<file path="src/rtl/oversampler_phase_scan_pkg.sv">
// Shared FSM encodings and phase constants for the oversampler phase scanner.
package oversampler_phase_scan_pkg;

  typedef enum logic [2:0] {
    ST_IDLE   = 3'd0,
    ST_SETTLE = 3'd1,
    ST_COUNT  = 3'd2,
    ST_EVAL   = 3'd3,
    ST_DONE   = 3'd4
  } scan_state_t;

  localparam logic [1:0] PHASE_0 = 2'd0;
  localparam logic [1:0] PHASE_1 = 2'd1;
  localparam logic [1:0] PHASE_2 = 2'd2;
  localparam logic [1:0] PHASE_3 = 2'd3;

  function automatic int max2(input int a, input int b);
    return (a > b) ? a : b;
  endfunction

endpackage

</file>
<file path="src/rtl/oversampler_phase_scan_min4_idx.sv">
// Combinational argmin over four counts; ties resolve to the lowest index.
// Zero latency, no flow control.
module min4_idx #(
  parameter int W = 13
) (
  input  logic [3:0][W-1:0] vals,
  output logic [1:0]        idx,
  output logic [W-1:0]      min_val
);

  logic         lo_sel;
  logic         hi_sel;
  logic [W-1:0] lo_min;
  logic [W-1:0] hi_min;

  // Strict less-than everywhere so an equal later entry never displaces an earlier one.
  always_comb begin
    lo_sel  = (vals[1] < vals[0]);
    lo_min  = lo_sel ? vals[1] : vals[0];
    hi_sel  = (vals[3] < vals[2]);
    hi_min  = hi_sel ? vals[3] : vals[2];
    idx     = {1'b0, lo_sel};
    min_val = lo_min;
    if (hi_min < lo_min) begin
      idx     = {1'b1, hi_sel};
      min_val = hi_min;
    end
  end

endmodule

</file>
<file path="src/rtl/oversampler_phase_scan.sv">
// Serial phase scanner: per channel tries 4 phases, counts phase_err per dwell, programs the best.
// start->done spans NUM_CH*(4*(SETTLE_CYC+2**DWELL_BITS)+1)+2 cycles; start is ignored while busy.
module oversampler_phase_scan
  import oversampler_phase_scan_pkg::*;
#(
  parameter int NUM_CH     = 24,
  parameter int CH_BITS    = 5,
  parameter int SETTLE_CYC = 8,
  parameter int DWELL_BITS = 12,
  parameter int ERR_THRESH = 4
) (
  input  logic                  clock,
  input  logic                  reset,
  input  logic                  start,
  input  logic [NUM_CH-1:0]     phase_err,
  output logic [2*NUM_CH-1:0]   phase_sel,
  output logic [NUM_CH-1:0]     locked,
  output logic                  busy,
  output logic                  done,
  output logic [CH_BITS-1:0]    scan_ch
);

  localparam int CNT_W = DWELL_BITS + 1;
  localparam int TMR_W = max2(DWELL_BITS, $clog2(SETTLE_CYC)) + 1;
  localparam logic [TMR_W-1:0]   SETTLE_LAST = TMR_W'(SETTLE_CYC - 1);
  localparam logic [TMR_W-1:0]   DWELL_LAST  = TMR_W'((1 << DWELL_BITS) - 1);
  localparam logic [CNT_W-1:0]   CNT_MAX     = CNT_W'(1 << DWELL_BITS);
  localparam logic [CNT_W-1:0]   THRESH      = CNT_W'(ERR_THRESH);
  localparam logic [CH_BITS-1:0] LAST_CH     = CH_BITS'(NUM_CH - 1);

  scan_state_t state_q, state_nxt;

  logic [TMR_W-1:0]            tmr_q;
  logic [CH_BITS-1:0]          ch_q;
  logic [1:0]                  ph_q;
  logic [CNT_W-1:0]            cnt_q;
  logic [CNT_W-1:0]            cnt_upd;
  logic [3:0][CNT_W-1:0]       errs_q;
  logic [NUM_CH-1:0][1:0]      sel_q;
  logic [NUM_CH-1:0]           locked_q;

  logic                        err_bit;
  logic                        settle_last;
  logic                        dwell_last;
  logic                        last_ph;
  logic                        last_ch;
  logic [1:0]                  best_idx;
  logic [CNT_W-1:0]            best_val;
  logic                        best_ok;

  assign settle_last = (tmr_q == SETTLE_LAST);
  assign dwell_last  = (tmr_q == DWELL_LAST);
  assign last_ph     = (ph_q == PHASE_3);
  assign last_ch     = (ch_q == LAST_CH);
  assign best_ok     = (best_val <= THRESH);

  // Only the channel under scan feeds the shared counter.
  always_comb begin
    err_bit = 1'b0;
    for (int i = 0; i < NUM_CH; i++) begin
      if (ch_q == CH_BITS'(i)) err_bit = phase_err[i];
    end
  end

  assign cnt_upd = (err_bit && (cnt_q != CNT_MAX)) ? cnt_q + CNT_W'(1) : cnt_q;

  min4_idx #(.W(CNT_W)) u_min4 (
    .vals    (errs_q),
    .idx     (best_idx),
    .min_val (best_val)
  );

  always_ff @(posedge clock) begin
    if (reset) state_q <= ST_IDLE;
    else       state_q <= state_nxt;
  end

  always_comb begin
    state_nxt = state_q;
    busy      = 1'b0;
    done      = 1'b0;
    case (state_q)
      ST_IDLE: begin
        if (start) state_nxt = ST_SETTLE;
      end
      ST_SETTLE: begin
        busy = 1'b1;
        if (settle_last) state_nxt = ST_COUNT;
      end
      ST_COUNT: begin
        busy = 1'b1;
        if (dwell_last) state_nxt = last_ph ? ST_EVAL : ST_SETTLE;
      end
      ST_EVAL: begin
        busy      = 1'b1;
        state_nxt = last_ch ? ST_DONE : ST_SETTLE;
      end
      ST_DONE: begin
        done      = 1'b1;
        state_nxt = ST_IDLE;
      end
      default: state_nxt = ST_IDLE;
    endcase
  end

  always_ff @(posedge clock) begin
    if (reset) begin
      tmr_q    <= '0;
      ch_q     <= '0;
      ph_q     <= PHASE_0;
      cnt_q    <= '0;
      errs_q   <= '0;
      sel_q    <= '0;
      locked_q <= '0;
    end else begin
      case (state_q)
        ST_IDLE: begin
          if (start) begin
            tmr_q       <= '0;
            ch_q        <= '0;
            ph_q        <= PHASE_0;
            cnt_q       <= '0;
            sel_q[0]    <= PHASE_0;
            locked_q[0] <= 1'b0;
          end
        end
        ST_SETTLE: begin
          tmr_q <= settle_last ? '0 : tmr_q + 1'b1;
        end
        ST_COUNT: begin
          if (dwell_last) begin
            tmr_q        <= '0;
            cnt_q        <= '0;
            errs_q[ph_q] <= cnt_upd;
            if (!last_ph) begin
              ph_q <= ph_q + 2'd1;
              for (int i = 0; i < NUM_CH; i++) begin
                if (ch_q == CH_BITS'(i)) sel_q[i] <= ph_q + 2'd1;
              end
            end
          end else begin
            tmr_q <= tmr_q + 1'b1;
            cnt_q <= cnt_upd;
          end
        end
        ST_EVAL: begin
          // Commit this channel's result and open the next channel at phase 0, unlocked.
          for (int i = 0; i < NUM_CH; i++) begin
            if (ch_q == CH_BITS'(i)) begin
              sel_q[i]    <= best_idx;
              locked_q[i] <= best_ok;
            end
            if (!last_ch && ((ch_q + 1'b1) == CH_BITS'(i))) begin
              sel_q[i]    <= PHASE_0;
              locked_q[i] <= 1'b0;
            end
          end
          if (!last_ch) begin
            ch_q  <= ch_q + 1'b1;
            ph_q  <= PHASE_0;
            tmr_q <= '0;
          end
        end
        default: ;
      endcase
    end
  end

  assign phase_sel = sel_q;
  assign locked    = locked_q;
  assign scan_ch   = ch_q;

endmodule

</file>
<file path="config.mk">
export PLATFORM = sky130hd
export DESIGN_NAME = oversampler_phase_scan
export DESIGN_NICKNAME = d
export VERILOG_FILES = /design/src/rtl/oversampler_phase_scan_pkg.sv /design/src/rtl/oversampler_phase_scan_min4_idx.sv /design/src/rtl/oversampler_phase_scan.sv
export SDC_FILE = /design/constraint.sdc
export NUM_CORES = 1
export LEC_CHECK = 0
export BUFFER_PORTS_ARGS = -buffer_cell sky130_fd_sc_hd__buf_4
export CORE_ASPECT_RATIO = 0.8
export CORE_MARGIN = 4
export CORE_UTILIZATION = 50
export DETAILED_ROUTE_END_ITERATION = 10
export PLACE_DENSITY = 0.7
export SLEW_MARGIN = 20
export SYNTH_ARGS = -nofsm -noshare
export SYNTH_HDL_FRONTEND = slang
export SYNTH_SLANG_ARGS = --single-unit
</file>
<file path="constraint.sdc">
create_clock -name clock -period 12.5 [get_ports clock]
set_input_delay 1.875 -clock clock [delete_from_list [all_inputs] [get_ports clock]]
set_output_delay 1.875 -clock clock [all_outputs]
set_load 0.05 [all_outputs]
</file>
## Word level (Yosys, flattened, before mapping)

Index checks and enable logic that the tools add are counted.

| word-level totals | value |
|---|---|
| register bits after elaboration | 160 |
| bits of input ports | 27 |
| output and inout port bits | 79 |
| word-level logic and storage cells | 468 |

| operators by class | value |
|---|---|
| add/subtract/negate cells | 4 |
| magnitude comparators | 6 |
| eq/ne operators | 107 |
| muxes and demuxes | 181 |
| reductions and logical operators | 113 |

Operators with widths:

| operator | count |
|---|---|
| two-way mux 2 bit | 78 |
| two-way mux 13 bit | 10 |
| AND reduction 5 bit | 24 |
| two-way mux 48 bit | 2 |
| one-hot mux 46 bit (2 select lines) | 1 |
| == test 5 x 4 -> 1 bit (second input constant) | 16 |
| == test 5 bit (second input constant) | 16 |
| two-way mux 1 bit | 75 |
| inequality test 3 bit (second input constant) | 24 |
| inequality test 2 bit (second input constant) | 29 |
| bitwise mux 52 bit | 1 |
| one-hot mux 13 bit (4 select lines) | 1 |
| nonzero test 2 bit | 26 |
| AND reduction 2 bit | 25 |
| == test 5 x 3 -> 1 bit (second input constant) | 8 |
| < comparator 13 bit | 3 |
| adder 13 x 1 -> 13 bit (second input constant) | 2 |
| demux 13 bit (select 2 bit) | 1 |
| logical AND 1 bit | 26 |
| one-hot mux 13 bit (2 select lines) | 1 |
| == test 5 x 2 -> 1 bit (second input constant) | 4 |
| == test 13 x 12 -> 1 bit (second input constant) | 1 |
| == test 13 x 3 -> 1 bit (second input constant) | 1 |
| <= comparator 13 x 3 -> 1 bit (second input constant) | 1 |
| other kinds (24) | 35 |

## Logic depth before layout (Yosys ltp)

Gate-level depths: netlist of run 1.

| depth | value |
|---|---|
| depth in word-level cells | 29 |
| depth in mapped cells | 19 |
| mapped depth without buffers | 17 |

## By module

Synthesis of run 1 repeated with hierarchy kept, for this count alone.

| second synthesis, totals | value |
|---|---|
| cell total of the unflattened synthesis | 1223 |
| area, all modules | 9855.7 um^2 |

Modules (own cells, without submodules):

| module | instances | cells each | area each (um^2) | seq. area each (um^2) |
|---|---|---|---|---|
| oversampler_phase_scan | 1 | 1023 | 8271.7 | 3203.1 |
| min4_idx | 1 | 200 | 1584.0 | 0.0 |

## Worst setup path before layout of run 1

No wires, ideal clock.

| path | value |
|---|---|
| kind | reg2reg |
| from | register errs_q[4] (netlist name) |
| to | register sel_q (netlist bit phase_sel[30]) |
| setup time | 0.101 ns |
| data arrival time | 4.164 ns |
| required time | 12.399 ns |
| path slack | 8.235 ns |
| stages on the path, launching flop included | 19 |
| path buffers | 3 |
| period minus slack after synthesis | 4.265 ns |
| cells stage by stage | dfxtp_1 -> inv_1 -> ha_1 -> a21o_1 -> a2111oi_0 -> o21ai_1 -> a31o_2 -> clkbuf_1 -> clkbuf_1 -> mux2i_1 -> ha_1 -> a21oi_1 -> a21oi_1 -> a211oi_1 -> o211ai_1 -> or2_2 -> o211a_2 -> clkbuf_1 -> o41ai_1 |

| between the ends | value |
|---|---|
| cells in the longest elaborated chain, start to end | 7 |

Ends and longest elaborated chain:

| item | line | text |
|---|---|---|
| start: declaration | oversampler_phase_scan.sv:38 | `logic [3:0][CNT_W-1:0] errs_q;` |
| start signal: indexed assignment | oversampler_phase_scan.sv:134 | `errs_q[ph_q] <= cnt_upd;` |
| < comparator 13 bit | oversampler_phase_scan_min4_idx.sv:18 | `lo_sel = (vals[1] < vals[0]);` |
| two-way mux 13 bit | oversampler_phase_scan_min4_idx.sv:19 | `lo_min = lo_sel ? vals[1] : vals[0];` |
| < comparator 13 bit | oversampler_phase_scan_min4_idx.sv:24 | `if (hi_min < lo_min) begin` |
| two-way mux 2 bit (*) | oversampler_phase_scan_min4_idx.sv:24 |  |
| two-way mux 2 bit (*) | oversampler_phase_scan.sv:149 | `if (ch_q == CH_BITS'(i)) begin` |
| two-way mux 2 bit (*) | oversampler_phase_scan.sv:153 | `if (!last_ch && ((ch_q + 1'b1) == CH_BITS'(i))) begin` |
| one-hot mux 46 bit (2 select lines) (*) | oversampler_phase_scan.sv:116 | `case (state_q)` |
| end signal: indexed assignment | oversampler_phase_scan.sv:138 | `if (ch_q == CH_BITS'(i)) sel_q[i] <= ph_q + 2'd1;` |
| end signal: indexed assignment | oversampler_phase_scan.sv:150 | `sel_q[i] <= best_idx;` |
| end: declaration | oversampler_phase_scan.sv:39 | `logic [NUM_CH-1:0][1:0] sel_q;` |

Every way passes the cells marked *; elsewhere a longest branch is shown, timed or not. The select of a mux whose other input is x is not followed.
A chain may end at the register's enable or synchronous reset.

## Worst setup path after layout of run 1

| path | value |
|---|---|
| from | register errs_q[30] (netlist name) |
| to | register locked_q[15], in the netlist locked[15] |

| between the ends | value |
|---|---|
| cells in the longest elaborated chain, start to end | 7 |

Ends and longest elaborated chain:

| item | line | text |
|---|---|---|
| < comparator 13 bit | oversampler_phase_scan_min4_idx.sv:20 | `hi_sel = (vals[3] < vals[2]);` |
| two-way mux 13 bit (*) | oversampler_phase_scan_min4_idx.sv:21 | `hi_min = hi_sel ? vals[3] : vals[2];` |
| < comparator 13 bit | oversampler_phase_scan_min4_idx.sv:24 |  |
| two-way mux 13 bit (*) | oversampler_phase_scan_min4_idx.sv:24 |  |
| <= comparator 13 x 3 -> 1 bit (*) | oversampler_phase_scan.sv:55 | `assign best_ok = (best_val <= THRESH);` |
| two-way mux 1 bit (*) | oversampler_phase_scan.sv:149 |  |
| two-way mux 1 bit (*) | oversampler_phase_scan.sv:153 |  |
| end signal: indexed assignment | oversampler_phase_scan.sv:151 | `locked_q[i] <= best_ok;` |
| end: declaration | oversampler_phase_scan.sv:40 | `logic [NUM_CH-1:0] locked_q;` |

Marked as above.

==> results of run 1 <==
==> registers in the layout (all words and copies together), names as in the netlist <==
| name | cells |
|---|---|
| ph_q | 2 |
| phase_sel | 48 |
| cnt_q | 13 |
| scan_ch | 5 |
| tmr_q | 13 |
| errs_q | 52 |
| state_q | 3 |
| locked | 24 |
==> cells by family (layout without fill, tap and decap cells) <==
logic type                 Yosys count  count (layout)  share of synthesized area, %
buffers and inverters              138             194                          5.53
and+or+nand+nor                    504             504                          26.3
adders and majority gates           48              48                          6.11
xor gates and xnor gates            24              24                          2.22
AOI/OAI and AO/OA                  342             342                          23.4
muxes                               37              37                          3.92
DFF                                160             160                          32.6
==> path summary, 6_finish.rpt <==
check	startpoint	end	slack (ns)	depth (start not counted)
hold / removal	phase_sel[39]	phase_sel[39]	0.48	2
setup reg to reg	errs_q[30]	locked[15]	7.42	17
setup / recovery	errs_q[30]	locked[15]	7.42	17
hold reg to reg	phase_sel[39]	phase_sel[39]	0.48	2
==> tightest hold or removal path: stages, from the launching register on <==
cell	delay [ns]
dfxtp_1	0.31
inv_1	0.05
a221oi_1	0.06
==> through the flow <==
step / hold WS (ns) / instances / util, % / power (mW) / setup WS [ns]
after global routing: 0.492 / 1567 / 58.7 / 1.43 / 7.14
after floorplan: 0.457 / 1253 / - / 0.773 / 8.23
final: 0.480 / 1567 / 58.7 / 1.38 / 7.42
after detailed placement: 0.463 / 1535 / 55.7 / 0.858 / 7.49
after global placement: 0.462 / 1535 / 55.7 / 0.855 / 7.63
after CTS: 0.473 / 1567 / 58.7 / 1.38 / 7.47
==> placed cells by master, fill, tap and decap left out, types with 6 or more instances in the layout <==
master,count
nor3b_1,14
xnor2_1,13
nand4_1,15
and3_1,11
nand3_1,36
a21oi_1,78
a211oi_1,68
nor2_1,153
dfxtp_1,159
nand2b_1,16
a211o_1,7
and2_1,11
or2_2,6
o211ai_1,6
xor2_1,10
mux2_2,12
nor4_1,12
or3b_2,10
nor3_1,36
clkbuf_16,17
ha_1,48
inv_1,49
o21ai_0,79
nand3b_1,19
nor2b_1,22
a21o_1,8
mux2i_1,24
nand2_1,103
a31oi_1,9
buf_4,113
o41ai_1,26
==> layer usage <==
metal	track usage (%)	share of wire, %	vias to the layer above
li1	-	-	4667
met1	41.3	48	4633
met2	38.0	42	425
met3	5.51	8.4	49
met4	7.11	1.8	0
met5	0	0	-
==> report_power, final <==
group / internal (mW) / switching, mW
Sequential: 0.537 / 0.0222
Combinational: 0.0907 / 0.201
Clock: 0.299 / 0.230
==> cell type report <==
cell class / count / area [um2]
Fill cell: 1820 / 7900
Timing Repair Buffer: 113 / 848
Clock buffer: 19 / 433
Clock inverter: 13 / 150
Tap cell: 258 / 323
Sequential cell: 160 / 3200
Multi-Input combinational cell: 955 / 6100
Inverter: 49 / 184
==> qor.yml, run 1 <==
layout-drive-gt1-share_pct: 14.9
viasPerCell: 6.24
synth_flop_cell: "dfxtp_1"
wl_per_cell_um: 19.1
path_buf_inv: 3
dpl_cell_area_um2: 10700
hpwl_um: 21200
cts.clk_slew.worst_paths_ns: 0.07
endpoint_kind: "register"
first_iter_violations: 1017
grt_pass1_wl_um: 48100
synthTopCellsByCount: "dfxtp_1 (160), nor2_1 (154), nand2_1 (103), o21ai_0 (79), a21oi_1 (78)"
cts_made_buffers: 17
final-hold-violation-count: 0
syn-cell-area_um2: 9830
areaGrowthSynthToFinish_pct: 14.4
diodes: 0
synth_edf_count: 0
post_cts_buffers: 0
max_clock_freq_mhz: 197
slowest_delay_ns: 0.47
fin_crit_ns: 5.08
crit_type: "reg -> reg"
synthCells: 1253
powerDensity_nw_per_um2: 123
antenna_found_initial: 0
track_usage_pct: 26.9
finalWeightedCongestion: 0.927
drv_slew: 0
worstPathArrival_ns: 5.36
cap_violations: 0
io_buffer_count: 105
clk_latency_ns: 0.43
start_util_pct: 51.3
grt_pass1_vias: 9091
h-tree-depth: 4
synth_fp_nets: 1328
min_path_type: "reg -> reg"
ant_nets: 0
start_kind: "register"
crit_required_ns: 12.78
dieArea_um2: 22000
finalInstanceArea_um2: 11200
cp_cell_sequence: "inv_1 > ha_1 > a21o_1 > a2111oi_0 > o21ai_0 > a31o_2 > mux2_2 > ha_1 > a21oi_1 > a21oi_1 > a211oi_1 > o211ai_1 > a31oi_2 > buf_4 > mux2i_2 > buf_4 > o41ai_1"
ys_seq_elements: 160
hold_buffers: 0
rsz0062_at_grt: "false"
cts_resized: 0
cts_buffer_depth: 2
cts_sinks: 160
async_flop_share_pct: 0
die_h_um: 133
cts_root_buffer: "clkbuf_16"
skew_ns: 0.0147
grt_overflow_total: 0
yosys.area.top_type: "dfxtp_1"
io_pins: 106
finalSetupViolations: 0
tritoncts: "done"
vias: 9774
cp_slowest_cell: "a2111oi_0"
drcViolationCount: 0
drt_pre_antenna_iters: 6
grt_start_max_net_pins: 83
synth_most_common_cell: "dfxtp_1"
rows: 45
p_leak_nw: 4.29
fp.dieW_um: 165
tightest_slew_ns: 1.10
vdd_drop_max_uv: 96.0
cp_max_fo: 24
status: "finished clean"
core_area_um2: 19100
final_nets: 1371
cpLargestDelayFamily: "compound AO/OA/AOI/OAI gates"
wl_um: 29900
synth_top_area_share_pct: 32.6
ys_seq_area_share_pct: 32.6
ys_types: 75
tns_ns: 0
synth-warning-count: 0
avgSynthCellArea_um2: 7.84
slew_headroom_pct: 27.0
synth_area_leaders: "dfxtp_1 (33%), ha_1 (6.1%), nor2_1 (5.9%), a211oi_1 (5.2%), o21ai_0 (4.0%)"
post-route-period-util_pct: 40.6
No activity file was read; power rests on OpenSTA's default activity.
==> run 2: changes to the inputs <==
--- a/config.mk
+++ b/config.mk
@@ -5,12 +5,13 @@
 export SDC_FILE = /design/constraint.sdc
 export NUM_CORES = 1
 export LEC_CHECK = 0
+export ABC_AREA = 1
 export BUFFER_PORTS_ARGS = -buffer_cell sky130_fd_sc_hd__buf_4
 export CORE_ASPECT_RATIO = 0.8
 export CORE_MARGIN = 4
 export CORE_UTILIZATION = 50
 export DETAILED_ROUTE_END_ITERATION = 10
-export PLACE_DENSITY = 0.7
+export PLACE_DENSITY = 0.72
 export SLEW_MARGIN = 20
 export SYNTH_ARGS = -nofsm -noshare
 export SYNTH_HDL_FRONTEND = slang
==> constraint.sdc (replaced) <==
create_clock -name clock -period 4.5 [get_ports clock]
set_input_delay 0.675 -clock clock [delete_from_list [all_inputs] [get_ports clock]]
set_output_delay 0.675 -clock clock [all_outputs]
set_load 0.05 [all_outputs]
==> qor.yml, run 2 <==
wl_per_cell_um: 16.5  # -14%
rsz0062_at_grt: "false"
instances_no_fill: 1768  # +13%
finalSetupViolations: 0  # unchanged
drt_pre_antenna_iters: 7  # +1
status: "finished clean"
top_register: "errs_q"
r2r_setup_slack_ns: 0.42  # -7.00 ns
final_cell_mix: "nand2_1 (258), inv_1 (212), dfxtp_1 (160), nor2_1 (159), o21ai_0 (122)"
tritoncts: "done"
io_buffer_count: 105  # unchanged
post-route-period-util_pct: 90.7  # +50 points
cts_buffer_depth: 2  # unchanged
ant_nets: 0  # unchanged
final-hold-violation-count: 0  # unchanged
worstPathArrival_ns: 4.45  # -0.91 ns
regArea_um2: 3200  # about the same
endpoint_kind: "register"
cp_cell_sequence: "inv_1 > ha_1 > o21a_1 > o21a_1 > o21a_1 > o21a_1 > o21ai_2 > nand2_2 > o21ai_0 > ha_1 > a21oi_1 > o21ai_0 > nand3_1 > a21oi_1 > a211oi_1 > nand2_1 > o31ai_4 > buf_4 > nand4_1 > a21oi_1"
cts.clk_slew.worst_paths_ns: 0.08  # about the same
die_h_um: 132  # -1.1%
min_path_type: "reg -> reg"
synth-warning-count: 0  # unchanged
async_flop_share_pct: 0  # unchanged
fp.dieW_um: 163  # -1.1%
tightest_slew_ns: 1.00  # -0.0952 ns
final_nets: 1572  # +15%
start_kind: "register"
grt_overflow_total: 0  # unchanged
slowest_delay_ns: 0.35  # -0.12 ns
synth_edf_count: 0  # unchanged
h-tree-depth: 4  # unchanged
crit_required_ns: 4.87  # -7.91 ns
slew_headroom_pct: 33.3  # +6.3 points
dp.cells: 1736  # +13%
start_util_pct: 50.8  # -0.58 points
holdWs_ns: 0.469  # -0.0102 ns
hpwl_um: 21400  # +1.2%
post_cts_buffers: 0  # unchanged
track_usage_pct: 26.7  # -0.22 points
rows: 45  # unchanged
syn-cell-area_um2: 9600  # -2.3%
synth_compound_area_share_pct: 22.1  # -1.3 points
layout-drive-gt1-share_pct: 14.4  # -0.46 points
clk_latency_ns: 0.44  # about the same
nFillCells: 1822  # +0.11%
hold_end: "locked[3]"
rr_worst_depth: 20  # +3
avgSynthCellArea_um2: 6.80  # -13%
ys_types: 49  # -35%
synthCells: 1413  # +13%
p_leak_nw: 5.15  # +20%
final_common_cell: "nand2_1"
drcViolationCount: 0  # unchanged
cp_slowest_cell: "o21ai_0"
viasPerCell: 5.42  # -13%
first_iter_violations: 1125  # +11%
ys_seq_area_share_pct: 33.4  # +0.76 points
areaGrowthSynthToFinish_pct: 16.1
crit_type: "reg -> reg"
grt_pass1_vias: 8553  # -5.9%
cap_violations: 0  # unchanged
cts_resized: 0  # unchanged
synthTopCellsByCount: "nand2_1 (258), inv_1 (212), dfxtp_1 (160), nor2_1 (159), o21ai_0 (123)"
cts_made_buffers: 17  # unchanged
finalWeightedCongestion: 0.940  # +1.4%
core_area_um2: 18900  # -1.2%
tns_ns: 0  # unchanged
grt_pass1_wl_um: 46100  # -4.2%
ys_seq_elements: 160  # unchanged
synthMuxAreaShare_pct: 0  # -3.9 points
drv_slew: 0  # unchanged
antenna_found_initial: 0  # unchanged
synth-xor-area-share_pct: 1.46  # -0.76 points
yosys.area.top_type: "dfxtp_1"
synth_top_family_by_area: "simple AND/OR/NAND/NOR gates"
r2r_start: "errs_q[1]"
powerDensity_nw_per_um2: 375  # +210%
cts_sinks: 160  # unchanged
dieArea_um2: 21500  # -2.2%
multiInputGateArea_um2: 5280  # -13%
largest_reg_flops: 52  # unchanged
preCtsSetupSlack_ns: 0.454  # -7.04 ns
synthAdderAreaFrac_pct: 6.25  # +0.14 points
max_clock_freq_mhz: 245  # +24%
cts_root_buffer: "clkbuf_16"
reg2reg_to: "locked[8]"
worst_slack_ns: 0.419  # -7.00 ns
synth_most_common_cell: "nand2_1"
synth-simple-area-share_pct: 25.2  # -1.1 points
synth_flop_cell: "dfxtp_1"
io_pins: 106  # unchanged
synth_fp_nets: 1488  # +12%
cp_max_fo: 26  # +8.3%
synth_area_leaders: "dfxtp_1 (33%), nand2_1 (10%), inv_1 (8.3%), o21ai_0 (6.4%), ha_1 (6.3%)"
holdPathStages: 2  # unchanged
synth_top_area_share_pct: 33.4  # +0.76 points
vias: 9589  # -1.9%
wl_um: 29100  # -2.4%
skew_ns: 0.0113  # -0.00339 ns
fin_crit_ns: 4.08  # -0.998 ns
min_from: "locked[3]"
grt_start_max_net_pins: 86  # +3.6%
diodes: 0  # unchanged
hold_buffers: 0  # unchanged
vdd_drop_max_uv: 258  # +170%
worst_path_most_repeated_cell: "o21a_1"
==> run 2: where the power goes <==
group	internal [mW]	switching (mW)
logic	0.288	0.864
clock network	0.747	0.708
registers	1.50	0.0711
==> run 2: per-stage QoR <==
| stage | utilization, % | instance area [um2] | total power, mW |
|---|---|---|---|
| after global routing | 58.9 | 11200 | 4.35 |
| after detailed placement | 55.8 | 10600 | 2.73 |
| after global placement | 55.8 | 10600 | 2.72 |
| after CTS | 58.9 | 11200 | 4.18 |
| after floorplan | - | 9600 | 2.40 |
| final | 58.9 | 11200 | 4.18 |
==> run 2: area by class of cell <==
type                       count  share of cell area [%]
clock buffer                  17                    3.81
sequential                   160                    28.7
timing repair buffer         119                    8.01
tap                          258                    2.89
multi-input combinational    973                    47.4
inverter                     226                    7.65
clock inverter                15                    1.54
==> run 2: cell families after synthesis <==
kind of cell,count (synthesis)
compound gates,373
flops,160
xor+xnor,16
fa+ha+maj,48
buf+inv,280
simple gates,536
==> run 2: how the worst max path moves through the flow <==
stage | start | slack [ns] | endpoint
final | errs_q[1] | 0.42 | locked[8]
after global routing | errs_q[1] | 0.11 | phase_sel[38]
after CTS | errs_q[1] | 0.43 | locked[16]
after detailed placement | errs_q[1] | 0.45 | locked[16]
after global placement | errs_q[1] | 0.59 | locked[16]
after floorplan | errs_q[1] | 1.03 | phase_sel[14]
==> run 2: layer usage <==
layer / global-route usage, % / vias up / part of all wire [%]
met5: 0 / - / 0
met4: 5.45 / 0 / 1.3
met3: 9.10 / 34 / 11
met2: 35.1 / 414 / 39
met1: 41.7 / 4345 / 49
li1: - / 4796 / -
==> run 2: critical path, delay by kind of cell (launching register included) <==
family / cells / cell delay (ns)
buffers and inverters: 2 / 0.41
adders and majority gates: 2 / 0.58
and+or+nand+nor: 4 / 0.72
AOI/OAI and AO/OA: 12 / 1.95
DFF: 1 / 0.32
==> run 3: changes to the inputs <==
--- a/config.mk
+++ b/config.mk
@@ -12,6 +12,7 @@
 export CORE_UTILIZATION = 50
 export DETAILED_ROUTE_END_ITERATION = 10
 export PLACE_DENSITY = 0.72
+export RECOVER_POWER = 50
 export SLEW_MARGIN = 20
 export SYNTH_ARGS = -nofsm -noshare
 export SYNTH_HDL_FRONTEND = slang
==> qor.yml, run 3 (synthesized netlist as in run 2, its figures left out) <==
internal-power_mw: 2.47  # -2.9%
met3_wirelength_um: 3020  # -7.9%
vias: 9605  # +0.17%
dp.cells: 1736  # unchanged
path_buf_inv: 2  # unchanged
switching_share_pct: 39.7  # +0.45 points
cts_made_buffers: 17  # unchanged
cap_violations: 0  # unchanged
antenna_found_initial: 0  # unchanged
slew_headroom_pct: 33.9  # +0.59 points
fin_crit_ns: 4.06  # -0.0221 ns
cts.clk_slew.worst_paths_ns: 0.08  # about the same
drt_pre_antenna_iters: 6  # -1
rsz0062_at_grt: "false"
grt_start_max_net_pins: 86  # unchanged
core_area_um2: 18900  # unchanged
min_from: "locked[3]"
io_pins: 106  # unchanged
drv_slew: 0  # unchanged
cp_max_fo: 26  # unchanged
final-hold-violation-count: 0  # unchanged
hpwl_um: 21400  # unchanged
pwr-share-seq_pct: 38.5  # +0.8 points
h-tree-depth: 4  # unchanged
start_kind: "register"
viasPerCell: 5.43  # +0.17%
post_cts_buffers: 0  # unchanged
drcViolationCount: 0  # unchanged
areaGrowthSynthToFinish_pct: 12.2
top_register: "errs_q"
fp.dieW_um: 163  # unchanged
wl_per_cell_um: 16.5  # -0.21%
instances_no_fill: 1768  # unchanged
topRoutingLayerUsed: "met4"
grt_pass1_vias: 8553  # unchanged
met1_length_um: 14400  # +1.4%
skew_ns: 0.0117  # +0.000383 ns
track_usage_pct: 26.7  # unchanged
grt_overflow_total: 0  # unchanged
cp_cell_sequence: "inv_1 > ha_1 > o21a_1 > o21a_1 > o21a_1 > o21a_1 > o21ai_2 > nand2_2 > o21ai_0 > ha_1 > a21oi_1 > o21ai_0 > nand3_1 > a21oi_1 > a211oi_1 > nand2_1 > o31ai_4 > buf_4 > nand4_1 > a21oi_1"
crit_required_ns: 4.86  # about the same
final_cell_mix: "nand2_1 (268), inv_1 (212), dfxtp_1 (160), nor2_1 (159), o21ai_0 (124)"
ant_nets: 0  # unchanged
nFillCells: 1928  # +5.8%
cts_buffer_depth: 2  # unchanged
p_switching_mw: 1.62  # -1.1%
cts_resized: 0  # unchanged
start_util_pct: 50.8  # unchanged
tightest_slew_ns: 0.991  # -0.00883 ns
min_path_type: "reg -> reg"
first_iter_violations: 1176  # +4.5%
max_clock_freq_mhz: 246  # +0.54%
p_clk_share_pct: 35.5  # +0.7 points
tritoncts: "done"
status: "finished clean"
worstPathArrival_ns: 4.42  # -0.03 ns
powerDensity_nw_per_um2: 380  # +1.2%
cp_slowest_cell: "o21ai_0"
dieArea_um2: 21500  # unchanged
cpLargestDelayFamily: "compound AO/OA/AOI/OAI gates"
r2r_start: "errs_q[1]"
finalWeightedCongestion: 0.940  # unchanged
final_common_cell: "nand2_1"
met2_length_um: 11400  # +0.31%
slowest_delay_ns: 0.35  # about the same
post-route-period-util_pct: 90.2  # -0.49 points
hold_buffers: 0  # unchanged
cp-startpoint: "errs_q[1]"
combPwrFrac_pct: 26.1  # -1.4 points
worst_path_most_repeated_cell: "o21a_1"
wl_um: 29100  # -0.21%
cts_root_buffer: "clkbuf_16"
finalSetupViolations: 0  # unchanged
clk_latency_ns: 0.44  # about the same
vdd_drop_max_uv: 256  # -1.1%
rows: 45  # unchanged
cts_sinks: 160  # unchanged
grt_pass1_wl_um: 46100  # unchanged
crit_type: "reg -> reg"
endpoint_kind: "register"
die_h_um: 132  # unchanged
layout-drive-gt1-share_pct: 8.34  # -6.1 points
diodes: 0  # unchanged
largest_reg_flops: 52  # unchanged
final_nets: 1572  # unchanged
holdWs_ns: 0.467  # -0.00206 ns
io_buffer_count: 105  # unchanged
tns_ns: 0  # unchanged
p_leak_nw: 4.76  # -7.6%
[run 3: layer usage]
metal / global-route usage (%) / vias to the layer above
met3: 9.10 / 29
met2: 35.1 / 397
met5: 0 / -
met1: 41.7 / 4378
met4: 5.45 / 0
li1: - / 4801
[run 3: cell type report]
type	instances	area [um2]	area share, %
clock buffer	17	425	3.95
clock inverter	15	171	1.59
inverter	226	853	7.92
multi-input combinational	973	5210	48.4
sequential	160	3200	29.7
tap	258	323	3.00
timing repair buffer	119	586	5.43
[run 3: path summary, 6_finish.rpt]
kind,to,slack [ns],cells past startpoint
worst max-delay path,locked[8],0.44,20
worst min-delay path,locked[3],0.47,2
worst max register to register,locked[8],0.44,20
worst min register to register,locked[3],0.47,2
[run 3: stage by stage]
stage	cell area [um2]	power, mW	worst slack [ns]	util (%)
global placement	10600	2.72	0.589	55.8
finish	10800	4.09	0.441	57.0
detailed placement	10600	2.73	0.454	55.8
floorplan	9600	2.40	1.03	-
CTS	11200	4.18	0.427	58.9
global route	10800	4.26	0.112	57.0
[run 3: power by group through the flow]
stage / Clock [mW] / Sequential [mW] / Combinational [mW]
2_1_floorplan: 0 / 1.85 / 0.544
3_3_place_gp: 0 / 1.60 / 1.12
3_5_place_dp: 0 / 1.60 / 1.13
4_1_cts: 1.48 / 1.57 / 1.13
5_1_grt: 1.53 / 1.58 / 1.15
6_report: 1.45 / 1.57 / 1.07
[run 3: worst register-to-register path: cells and delay by family, from the launching register on]
kind,cells,cell delay [ns]
adders and majority gates,2,0.58
DFF,1,0.32
AOI/OAI and AO/OA,12,1.93
and+or+nand+nor,4,0.74
buffers and inverters,2,0.41
